`src/rtl/layer_priority_ctrl_if.sv`:
```
// Pixel, configuration and blink signal bundle for layer_priority_ctrl.
// The slave modport is the scheduler side; the master modport is the driver side.
interface layer_priority_ctrl_if #(
  parameter int unsigned NUM_LAYERS = 6,
  parameter int unsigned COLOR_W    = 8
);
  logic                            startOfFrame;
  logic [NUM_LAYERS-1:0]           drawReq;
  logic [NUM_LAYERS*COLOR_W-1:0]   layerRGB;
  logic [COLOR_W-1:0]              bgRGB;
  logic                            cfgValid;
  logic                            cfgReady;
  logic [2:0]                      cfgSlot;
  logic [2:0]                      cfgLayer;
  logic                            cfgEnable;
  logic [NUM_LAYERS-1:0]           blinkReq;
  logic [COLOR_W-1:0]              RGBOut;
  logic [2:0]                      winner;
  logic                            winnerValid;
  logic                            cfgPending;

  modport slave (
    input  startOfFrame, drawReq, layerRGB, bgRGB, cfgValid, cfgSlot, cfgLayer, cfgEnable,
    input  blinkReq,
    output cfgReady, RGBOut, winner, winnerValid, cfgPending
  );

  modport master (
    output startOfFrame, drawReq, layerRGB, bgRGB, cfgValid, cfgSlot, cfgLayer, cfgEnable,
    output blinkReq,
    input  cfgReady, RGBOut, winner, winnerValid, cfgPending
  );
endinterface

```
`src/rtl/layer_priority_ctrl.sv`:
```
// Frame-synchronous layer priority scheduler with shadow/active tables and a 2-stage pixel path.
// Optional per-layer blink counters are compiled in when LAYER_BLINK_EN is defined.
module layer_priority_ctrl #(
  parameter int unsigned NUM_LAYERS   = 6,
  parameter int unsigned COLOR_W      = 8,
  parameter int unsigned BLINK_FRAMES = 8
) (
  input  logic                    clk,
  input  logic                    resetN,
  layer_priority_ctrl_if.slave    bus
);

  localparam int unsigned IdxW = (NUM_LAYERS > 1) ? $clog2(NUM_LAYERS) : 1;

  logic [2:0]            r_prio_sh  [NUM_LAYERS];
  logic [2:0]            r_prio_act [NUM_LAYERS];
  logic [NUM_LAYERS-1:0] r_en_sh;
  logic [NUM_LAYERS-1:0] r_en_act;
  logic                  r_pending;

  logic                  w_cfg_fire;
  logic                  w_cfg_in_range;
  logic [NUM_LAYERS-1:0] w_hide;
  logic [7:0]            w_masked;
  logic [2:0]            w_win;
  logic                  w_valid;
  logic [COLOR_W-1:0]    w_rgb;

  logic [2:0]            r_s1_win;
  logic                  r_s1_valid;
  logic [COLOR_W-1:0]    r_s1_rgb;
  logic [2:0]            r_s2_win;
  logic                  r_s2_valid;
  logic [COLOR_W-1:0]    r_s2_rgb;

  // Writes stall during the commit cycle so shadow and active never update together.
  assign bus.cfgReady   = resetN && !bus.startOfFrame;
  assign w_cfg_fire     = bus.cfgValid && bus.cfgReady;
  assign w_cfg_in_range = (32'(bus.cfgSlot) < NUM_LAYERS) && (32'(bus.cfgLayer) < NUM_LAYERS);

  always_ff @(posedge clk) begin
    if (!resetN) begin
      for (int i = 0; i < int'(NUM_LAYERS); i++) begin
        r_prio_sh[i]  <= 3'(i);
        r_prio_act[i] <= 3'(i);
      end
      r_en_sh   <= '1;
      r_en_act  <= '1;
      r_pending <= 1'b0;
    end else begin
      if (w_cfg_fire && w_cfg_in_range) begin
        r_prio_sh[bus.cfgSlot[IdxW-1:0]] <= bus.cfgLayer;
        r_en_sh[bus.cfgLayer[IdxW-1:0]]  <= bus.cfgEnable;
      end
      if (bus.startOfFrame) begin
        r_prio_act <= r_prio_sh;
        r_en_act   <= r_en_sh;
        r_pending  <= 1'b0;
      end else if (w_cfg_fire && w_cfg_in_range) begin
        r_pending  <= 1'b1;
      end
    end
  end

`ifdef LAYER_BLINK_EN
  logic [3:0] r_bc [NUM_LAYERS];

  always_ff @(posedge clk) begin
    if (!resetN) begin
      for (int i = 0; i < int'(NUM_LAYERS); i++) r_bc[i] <= 4'd0;
    end else begin
      for (int i = 0; i < int'(NUM_LAYERS); i++) begin
        // A fresh blink request overrides the frame decrement.
        if (bus.blinkReq[i]) begin
          r_bc[i] <= 4'(BLINK_FRAMES);
        end else if (bus.startOfFrame && (r_bc[i] != 4'd0)) begin
          r_bc[i] <= r_bc[i] - 4'd1;
        end
      end
    end
  end

  always_comb begin
    w_hide = '0;
    for (int i = 0; i < int'(NUM_LAYERS); i++) w_hide[i] = r_bc[i][0];
  end
`else
  logic w_unused_blink;
  assign w_unused_blink = ^bus.blinkReq;
  assign w_hide         = '0;
`endif

  // Scan from the lowest-priority slot upward so the lowest matching slot wins.
  always_comb begin
    w_masked = '0;
    for (int i = 0; i < int'(NUM_LAYERS); i++) begin
      w_masked[i] = bus.drawReq[i] && r_en_act[i] && !w_hide[i];
    end
    w_win   = 3'd0;
    w_valid = 1'b0;
    w_rgb   = bus.bgRGB;
    for (int s = int'(NUM_LAYERS) - 1; s >= 0; s--) begin
      if (w_masked[r_prio_act[s]]) begin
        w_win   = r_prio_act[s];
        w_valid = 1'b1;
        w_rgb   = bus.layerRGB[int'(r_prio_act[s]) * int'(COLOR_W) +: COLOR_W];
      end
    end
  end

  always_ff @(posedge clk) begin
    if (!resetN) begin
      r_s1_win   <= 3'd0;
      r_s1_valid <= 1'b0;
      r_s1_rgb   <= '0;
      r_s2_win   <= 3'd0;
      r_s2_valid <= 1'b0;
      r_s2_rgb   <= '0;
    end else begin
      r_s1_win   <= w_win;
      r_s1_valid <= w_valid;
      r_s1_rgb   <= w_rgb;
      r_s2_win   <= r_s1_win;
      r_s2_valid <= r_s1_valid;
      r_s2_rgb   <= r_s1_rgb;
    end
  end

  assign bus.RGBOut      = r_s2_rgb;
  assign bus.winner      = r_s2_win;
  assign bus.winnerValid = r_s2_valid;
  assign bus.cfgPending  = r_pending;

endmodule
```
`src/flat_wrapper.sv`:
```
// flat-port wrapper written by rule: the top's interface ports become plain ports
module layer_priority_ctrl_flat 
#(
  parameter int unsigned NUM_LAYERS   = 6,
  parameter int unsigned COLOR_W      = 8,
  parameter int unsigned BLINK_FRAMES = 8
)
  (clk, resetN, bus_startOfFrame, bus_drawReq, bus_layerRGB, bus_bgRGB, bus_cfgValid, bus_cfgSlot, bus_cfgLayer, bus_cfgEnable, bus_blinkReq, bus_cfgReady, bus_RGBOut, bus_winner, bus_winnerValid, bus_cfgPending);
  layer_priority_ctrl_if #(.NUM_LAYERS(NUM_LAYERS), .COLOR_W(COLOR_W)) bus_i ();
  input  logic clk;
  input  logic resetN;
  input wire logic [$bits(bus_i.startOfFrame)-1:0] bus_startOfFrame;
  input wire logic [$bits(bus_i.drawReq)-1:0] bus_drawReq;
  input wire logic [$bits(bus_i.layerRGB)-1:0] bus_layerRGB;
  input wire logic [$bits(bus_i.bgRGB)-1:0] bus_bgRGB;
  input wire logic [$bits(bus_i.cfgValid)-1:0] bus_cfgValid;
  input wire logic [$bits(bus_i.cfgSlot)-1:0] bus_cfgSlot;
  input wire logic [$bits(bus_i.cfgLayer)-1:0] bus_cfgLayer;
  input wire logic [$bits(bus_i.cfgEnable)-1:0] bus_cfgEnable;
  input wire logic [$bits(bus_i.blinkReq)-1:0] bus_blinkReq;
  output wire logic [$bits(bus_i.cfgReady)-1:0] bus_cfgReady;
  output wire logic [$bits(bus_i.RGBOut)-1:0] bus_RGBOut;
  output wire logic [$bits(bus_i.winner)-1:0] bus_winner;
  output wire logic [$bits(bus_i.winnerValid)-1:0] bus_winnerValid;
  output wire logic [$bits(bus_i.cfgPending)-1:0] bus_cfgPending;
  assign bus_i.startOfFrame = bus_startOfFrame;
  assign bus_i.drawReq = bus_drawReq;
  assign bus_i.layerRGB = bus_layerRGB;
  assign bus_i.bgRGB = bus_bgRGB;
  assign bus_i.cfgValid = bus_cfgValid;
  assign bus_i.cfgSlot = bus_cfgSlot;
  assign bus_i.cfgLayer = bus_cfgLayer;
  assign bus_i.cfgEnable = bus_cfgEnable;
  assign bus_i.blinkReq = bus_blinkReq;
  assign bus_cfgReady = bus_i.cfgReady;
  assign bus_RGBOut = bus_i.RGBOut;
  assign bus_winner = bus_i.winner;
  assign bus_winnerValid = bus_i.winnerValid;
  assign bus_cfgPending = bus_i.cfgPending;
  layer_priority_ctrl #(.NUM_LAYERS(NUM_LAYERS), .COLOR_W(COLOR_W), .BLINK_FRAMES(BLINK_FRAMES)) u_core (.clk(clk), .resetN(resetN), .bus(bus_i));
endmodule
```
`config.mk`:
```
export PLATFORM = sky130hd
export DESIGN_NAME = layer_priority_ctrl_flat
export DESIGN_NICKNAME = d
export VERILOG_FILES = /design/src/rtl/layer_priority_ctrl_if.sv /design/src/rtl/layer_priority_ctrl.sv /design/src/flat_wrapper.sv
export SDC_FILE = /design/constraint.sdc
export NUM_CORES = 1
export LEC_CHECK = 0
export CAP_MARGIN = 10
export CORE_MARGIN = 3
export CORE_UTILIZATION = 30
export CTS_CLUSTER_DIAMETER = 60
export DETAILED_ROUTE_END_ITERATION = 12
export DONT_BUFFER_PORTS = 1
export GPL_ROUTABILITY_DRIVEN = 0
export MAX_ROUTING_LAYER = met4
export SLEW_MARGIN = 0
export SYNTH_ARGS = -nofsm -noshare
export SYNTH_HDL_FRONTEND = slang
export SYNTH_SLANG_ARGS = --single-unit
export TNS_END_PERCENT = 50
```
`constraint.sdc`:
```
create_clock -name clk -period 1.9 [get_ports clk]
set_clock_uncertainty 0.05 [all_clocks]
set_input_delay 0.19 -clock clk [delete_from_list [all_inputs] [get_ports clk]]
set_output_delay 0.19 -clock clk [all_outputs]
set_load 0.005 [all_outputs]
```
# [Word level (Yosys, flattened, before mapping)]
# Cells that the tools add are included.
# Widths: inputs -> output; s select.
[totals] ff_bits=73 inputBits=79 wordCells=91
[op_classes] n_lt_le_gt_ge=12 shifts=6 muxes=36 bitwise_logic=2 n_reduce_logical=14
[op_table] op="$shiftx 48x7->8" n=6
[op_table] op="$mux 8" n=6
[op_table] op="$lt 3x4->1 const B" n=7
[op_table] op="$mux 3" n=7
[op_table] op="$bmux 1 s3" n=6
[op_table] op="$bwmux 18" n=1
[op_table] op="$mux 1" n=13
[op_table] op="$logic_and 1x1->1" n=12
[op_table] op="$demux 3 s3" n=1
[op_table] op="$bwmux 6" n=1
[op_table] op="$lt 3x3->1 const B" n=2
[op_table] op="$ge 4x4->1 const B" n=1
[op_table] op="$lt 4x1->1 const B" n=1
[op_table] op="$not 3->4" n=1
[op_table] op="$demux 1 s3" n=1
[op_table] op="$ge 3x1->1 const B" n=1
[op_table] op="$reduce_or 2->1" n=1
[op_table] op="$logic_not 1->1" n=1
[op_table] op="$not 1->1" n=1

# [Longest topological paths before layout]
[depth] ltp_word=9 depth_mapped=9

# [Worst setup path before layout]
# OpenSTA, ideal clock, no wires.
[synth_timing] kind="register to register" startpoint="reg u_core.r_prio_act[11] (netlist name)" endpoint="reg u_core.r_s1_rgb[6]" setup_time_ns=0.126 arrival_time_ns=1.741 slack_ns=-0.017 stages_incl_launch_ff=8 n_path_buf=2 synth_period_minus_slack_ns=1.917 cell_sequence="dfxtp_1 clkbuf_1 mux4_2 mux2i_2 nor2b_1 clkbuf_1 a21oi_1 o32ai_1"
[synth_via] elab_chain_len=5 elab_cells_between_ends=6
[synth_rtl] element="from (decl)" line="layer_priority_ctrl.sv:16" text="logic [2:0] r_prio_act [NUM_LAYERS];"
[synth_rtl] element="from (signal, indexed assignment)" line="layer_priority_ctrl.sv:45" text="r_prio_act[i] <= 3'(i);"
[synth_rtl] element="from (signal assigned)" line="layer_priority_ctrl.sv:56" text="r_prio_act <= r_prio_sh;"
[synth_rtl] element="parallel branches: the longest is 2 deep, another holds $shiftx 48x7->8"
[synth_rtl] element="$mux 8 * (3 in series)" line="layer_priority_ctrl.sv:103" text="if (w_masked[r_prio_act[s]]) begin"
[synth_rtl] element="to (signal assigned)" line="layer_priority_ctrl.sv:122" text="r_s1_rgb <= w_rgb;"
[synth_rtl] element="to (decl)" line="layer_priority_ctrl.sv:31" text="logic [COLOR_W-1:0] r_s1_rgb;"
# Every way passes the cells marked *. The select of a mux whose other input is x is not followed.
# A chain may end at the register's enable or synchronous reset.

# [Final worst setup path]
[layout_timing] startpoint="reg u_core.r_en_act[5]" endpoint="reg u_core.r_s1_rgb[5]"
[layout_via] elab_chain_len=9 elab_cells_between_ends=19
[layout_rtl] element="from (decl)" line="layer_priority_ctrl.sv:18" text="logic [NUM_LAYERS-1:0] r_en_act;"
[layout_rtl] element="from (signal assigned)" line="layer_priority_ctrl.sv:57" text="r_en_act <= r_en_sh;"
[layout_rtl] element="$logic_and 1x1->1 *" line="layer_priority_ctrl.sv:97" text="w_masked[i] = bus.drawReq[i] && r_en_act[i] && !w_hide[i];"
[layout_rtl] element="$bmux 1 s3" line="layer_priority_ctrl.sv:103"
[layout_rtl] element="$mux 1 (implied by the code)" line="layer_priority_ctrl.sv:103"
[layout_rtl] element="$mux 8 (5 in series)" line="layer_priority_ctrl.sv:103"
[layout_rtl] element="$mux 8 *" line="layer_priority_ctrl.sv:103"
# Every way passes the cells marked *; elsewhere a longest branch is shown, timed or not. The select of a mux whose other input is x is not followed.

==> results.py <==
metrics = {
    "synthesis": {
        "async_flop_share_pct": 0,
        "syn_inst": 648,
        "synth_nets": 727,
        "synth_area_per_cell_sq_um": 9.20,
        "ys_types": 58,
        "synth.largest_area_cell": "dfxtp_1",
        "yosysSeqAreaShare_pct": 24.5,
        "yosysWarnings": 0,
        "synth-seq-cells": 73,
        "netlist_top_cells_area": "dfxtp_1 25%, mux4_2 20%, mux2i_1 14%, nor2b_1 3.4%, nand2_1 3.3%",
        "synth-main-ff-cell": "dfxtp_1",
        "yosysTopAreaCellShare_pct": 24.5,
        "synth-edff-count": 0,
        "netlist_area_sq_um": 5960,
    },
    "pwr": {
        "ir_drop_mv": 0.400,
        "p_leak_nw": 2.76,
        "p_per_area_nw_per_um2": 589,
    },
    "worst_hold_path": {
        "hold_start": "bus_cfgLayer[2]",
        "min_delay_worst_endpoint": "u_core.r_prio_sh[14]",
        "min_path_type": "in -> reg",
        "hold_depth": 2,
    },
    "final_layout": {
        "diodes": 0,
        "drive_gt1_share_pct": 30.3,
        "fin_cells": 949,
        "fin_area_sq_um": 7310,
        "area_growth_pct": 22.5,
        "final_util_pct": 38.2,
        "finalNetCount": 763,
        "fillers": 1934,
    },
    "routing": {
        "drt_iter0_drc": 498,
        "wl_mm": 21.0,
        "dr.pass1.iters": 5,
        "ant_nets": 0,
        "vias": 5473,
        "avgViaCountPerCell": 5.77,
        "wl_per_cell_um": 22.1,
        "post-route-drc-count": 0,
    },
    "sta": {
        "rsz0062_at_grt": "yes",
        "holdWs_ns": -0.0252,
        "slew_headroom_pct": 71.1,
        "fmax_mhz": 488,
        "fin_ws_ns": -0.151,
        "worst_pin_slew_ns": 0.427,
        "fin_setup_tns_ns": -0.710,
        "hold_viol_final": 1,
        "fin_crit_sh_pct": 108,
        "slew_violations": 0,
        "setup_viol": 11,
        "period_needed_ns": 2.05,
    },
    "clock_tree": {
        "clock-sinks": 73,
        "cts_root_buf": "clkbuf_16",
        "clk_latency_ns": 0.35,
        "cts-htree-levels": 3,
        "cts_made_buffers": 9,
        "cts_tree": "yes",
        "cts_buffer_depth": 2,
        "clk_pin_slew_worst_paths_ns": 0.06,
    },
    "critical_path": {
        "worstReg2RegStart": "u_core.r_en_act[5]",
        "crit_path_end_kind": "flop",
        "ff2ff_path_depth": 6,
        "cp_top_family": "compound AO/OA/AOI/OAI gates",
        "r2r_slack_ns": -0.15,
        "max_stage_delay_ns": 0.53,
        "cpMaxStageDelayCell": "mux4_2",
        "path_cells": "nand2_2, mux4_2, o21ba_4, buf_4, o21ai_0, o32ai_2",
        "startpoint_type": "flop",
        "cp_max_fo": 14,
        "rr_endpoint": "u_core.r_s1_rgb[5]",
        "crit_required_ns": 2.06,
        "crit_buf_inv": 1,
        "critical_path_arrival_ns": 2.21,
        "path_class": "reg -> reg",
    },
    "die": {
        "start_util_pct": 31.2,
        "core-area_sq_um": 19100,
        "rows": 50,
        "io_pins": 93,
        "die_area_sq_um": 21600,
        "fp.dieH_um": 147,
        "die_w_um": 147,
    },
    "place": {
        "hpwl_mm": 14.9,
        "post-place-cells": 920,
        "dpl_cell_area_sq_um": 6610,
        "io_buffers": 0,
    },
    "global_routing": {
        "grt_pass1_vias": 5449,
        "grt_usage_pct": 19.7,
        "grt_pass1_wl_mm": 32.3,
        "grt_max_degree": 72,
        "antenna_found_initial": 0,
        "gr-total-overflow": 0,
    },
    "outcome": {
        "violations": "hold timing, setup timing",
        "status": "finished, violations left",
    },
    "run": {
        "drv_cap": 0,
    },
}
area by class of cell:
cell class / instances / area, sq um / area share, %
Clock buffer: 9 / 225 / 3.08
Clock inverter: 7 / 103 / 1.40
Inverter: 33 / 124 / 1.69
Multi-Input combinational cell: 487 / 4300 / 58.9
Sequential cell: 73 / 1480 / 20.3
Tap cell: 260 / 325 / 4.45
Timing Repair Buffer: 80 / 747 / 10.2
per-stage QoR:
stage	total power [mW]	hold slack (ns)	worst slack [ns]
3_5_place_dp	2.29	0.209	-0.254
5_1_grt	4.47	0.0217	-0.217
2_1_floorplan	2.15	0.264	0.0174
4_1_cts	4.30	0.00668	-0.0384
6_report	4.31	-0.0252	-0.151
3_3_place_gp	2.29	0.206	-0.257
report_power, final:
part | switching (mW) | internal, mW | total [mW]
combinational | 0.408 | 0.418 | 0.826
sequential | 0.0225 | 1.57 | 1.60
clock | 0.721 | 1.17 | 1.89
total | 1.15 | 3.16 | 4.31
worst max-delay path by stage:
stage / from / to / slack (ns) / depth (start not counted)
after detailed placement: u_core.r_en_act[1] / u_core.r_s1_rgb[5] / -0.25 / 5
after global routing: u_core.r_prio_act[15] / u_core.r_s1_rgb[5] / -0.22 / 6
after CTS: u_core.r_en_act[4] / u_core.r_s1_rgb[4] / -0.04 / 8
final: u_core.r_en_act[5] / u_core.r_s1_rgb[5] / -0.15 / 6
after global placement: u_core.r_prio_act[9] / u_core.r_s1_rgb[5] / -0.26 / 4
after floorplan: u_core.r_prio_act[0] / u_core.r_s1_rgb[7] / 0.02 / 7
routing by layer:
metal	wire length (um)	part of all wire [%]	track usage (%)
met1	8670	41	24.8
met2	9830	47	30.5
met3	1930	9.2	5.95
met4	586	2.8	6.38
met5	0	0	-
cell usage in the layout (no fill, tap or decap), types with 3 or more instances in the layout:
master / n
nor3_1: 4
dlygate4sd3_1: 6
buf_4: 62
o22ai_1: 27
nor2b_1: 31
nand3_1: 18
mux2_2: 8
and2_4: 3
o21ai_1: 5
nand2_2: 4
mux2i_1: 83
buf_6: 3
o32ai_1: 6
mux4_2: 53
a21oi_2: 15
inv_1: 29
o32ai_2: 8
a22oi_1: 8
nand3b_1: 7
o21ai_0: 28
a21oi_1: 17
and2_1: 13
o21a_1: 8
nand2_1: 48
dfxtp_2: 9
nor2_1: 32
a211oi_1: 4
dfxtp_1: 62
clkbuf_16: 9
o211ai_1: 8
buf_12: 8
nand2b_1: 10
worst register-to-register path: stages (launching register included):
cell,delay [ns]
dfxtp_2,0.36
nand2_2,0.09
mux4_2,0.53
o21ba_4,0.26
buf_4,0.19
o21ai_0,0.31
o32ai_2,0.14
synthesized netlist by cell type (3+ instances only):
| master | count |
|---|---|
| mux2i_1 | 83 |
| dfxtp_1 | 73 |
| mux4_2 | 53 |
| nand2_1 | 52 |
| nor2_1 | 33 |
| a21oi_1 | 32 |
| nor2b_1 | 32 |
| inv_1 | 29 |
| o21ai_0 | 28 |
| clkbuf_1 | 27 |
| o22ai_1 | 27 |
| buf_2 | 19 |
| nand3_1 | 18 |
| and2_1 | 14 |
| o32ai_1 | 14 |
| nand2b_1 | 10 |
| a22oi_1 | 8 |
| mux2_2 | 8 |
| o211ai_1 | 8 |
| o21a_1 | 8 |
| nand3b_1 | 7 |
| o21ai_1 | 7 |
| a211oi_1 | 5 |
| buf_1 | 4 |
| nor3_1 | 4 |
| buf_4 | 3 |
| buf_6 | 3 |
what timing repair did:
item	4_1_cts	5_1_grt
hold buffers	8	0
endpoints found under the setup margin	11	11
cloned	2	0
buffers inserted	3	1
resized for setup	32	25
pin swaps	8	12
endpoints found under the hold margin	71	0
logic make-up after synthesis:
logic type	synth area share, %
DFF	24.5
buffers and inverters	6.57
muxes	35.7
and+or+nand+nor	15.8
AOI/OAI and AO/OA	17.5
registers in the layout, indices dropped and copies added, names as in the netlist:
name                    flops
u_core.r_prio_act          18
u_core.r_prio_sh           18
u_core.bus.RGBOut           8
u_core.r_s1_rgb             8
u_core.r_en_act             6
u_core.r_en_sh              6
u_core.bus.winner           3
u_core.r_s1_win             3
u_core.bus.cfgPending       1
u_core.bus.winnerValid      1
u_core.r_s1_valid           1
Power figures use the tool's default switching activity.
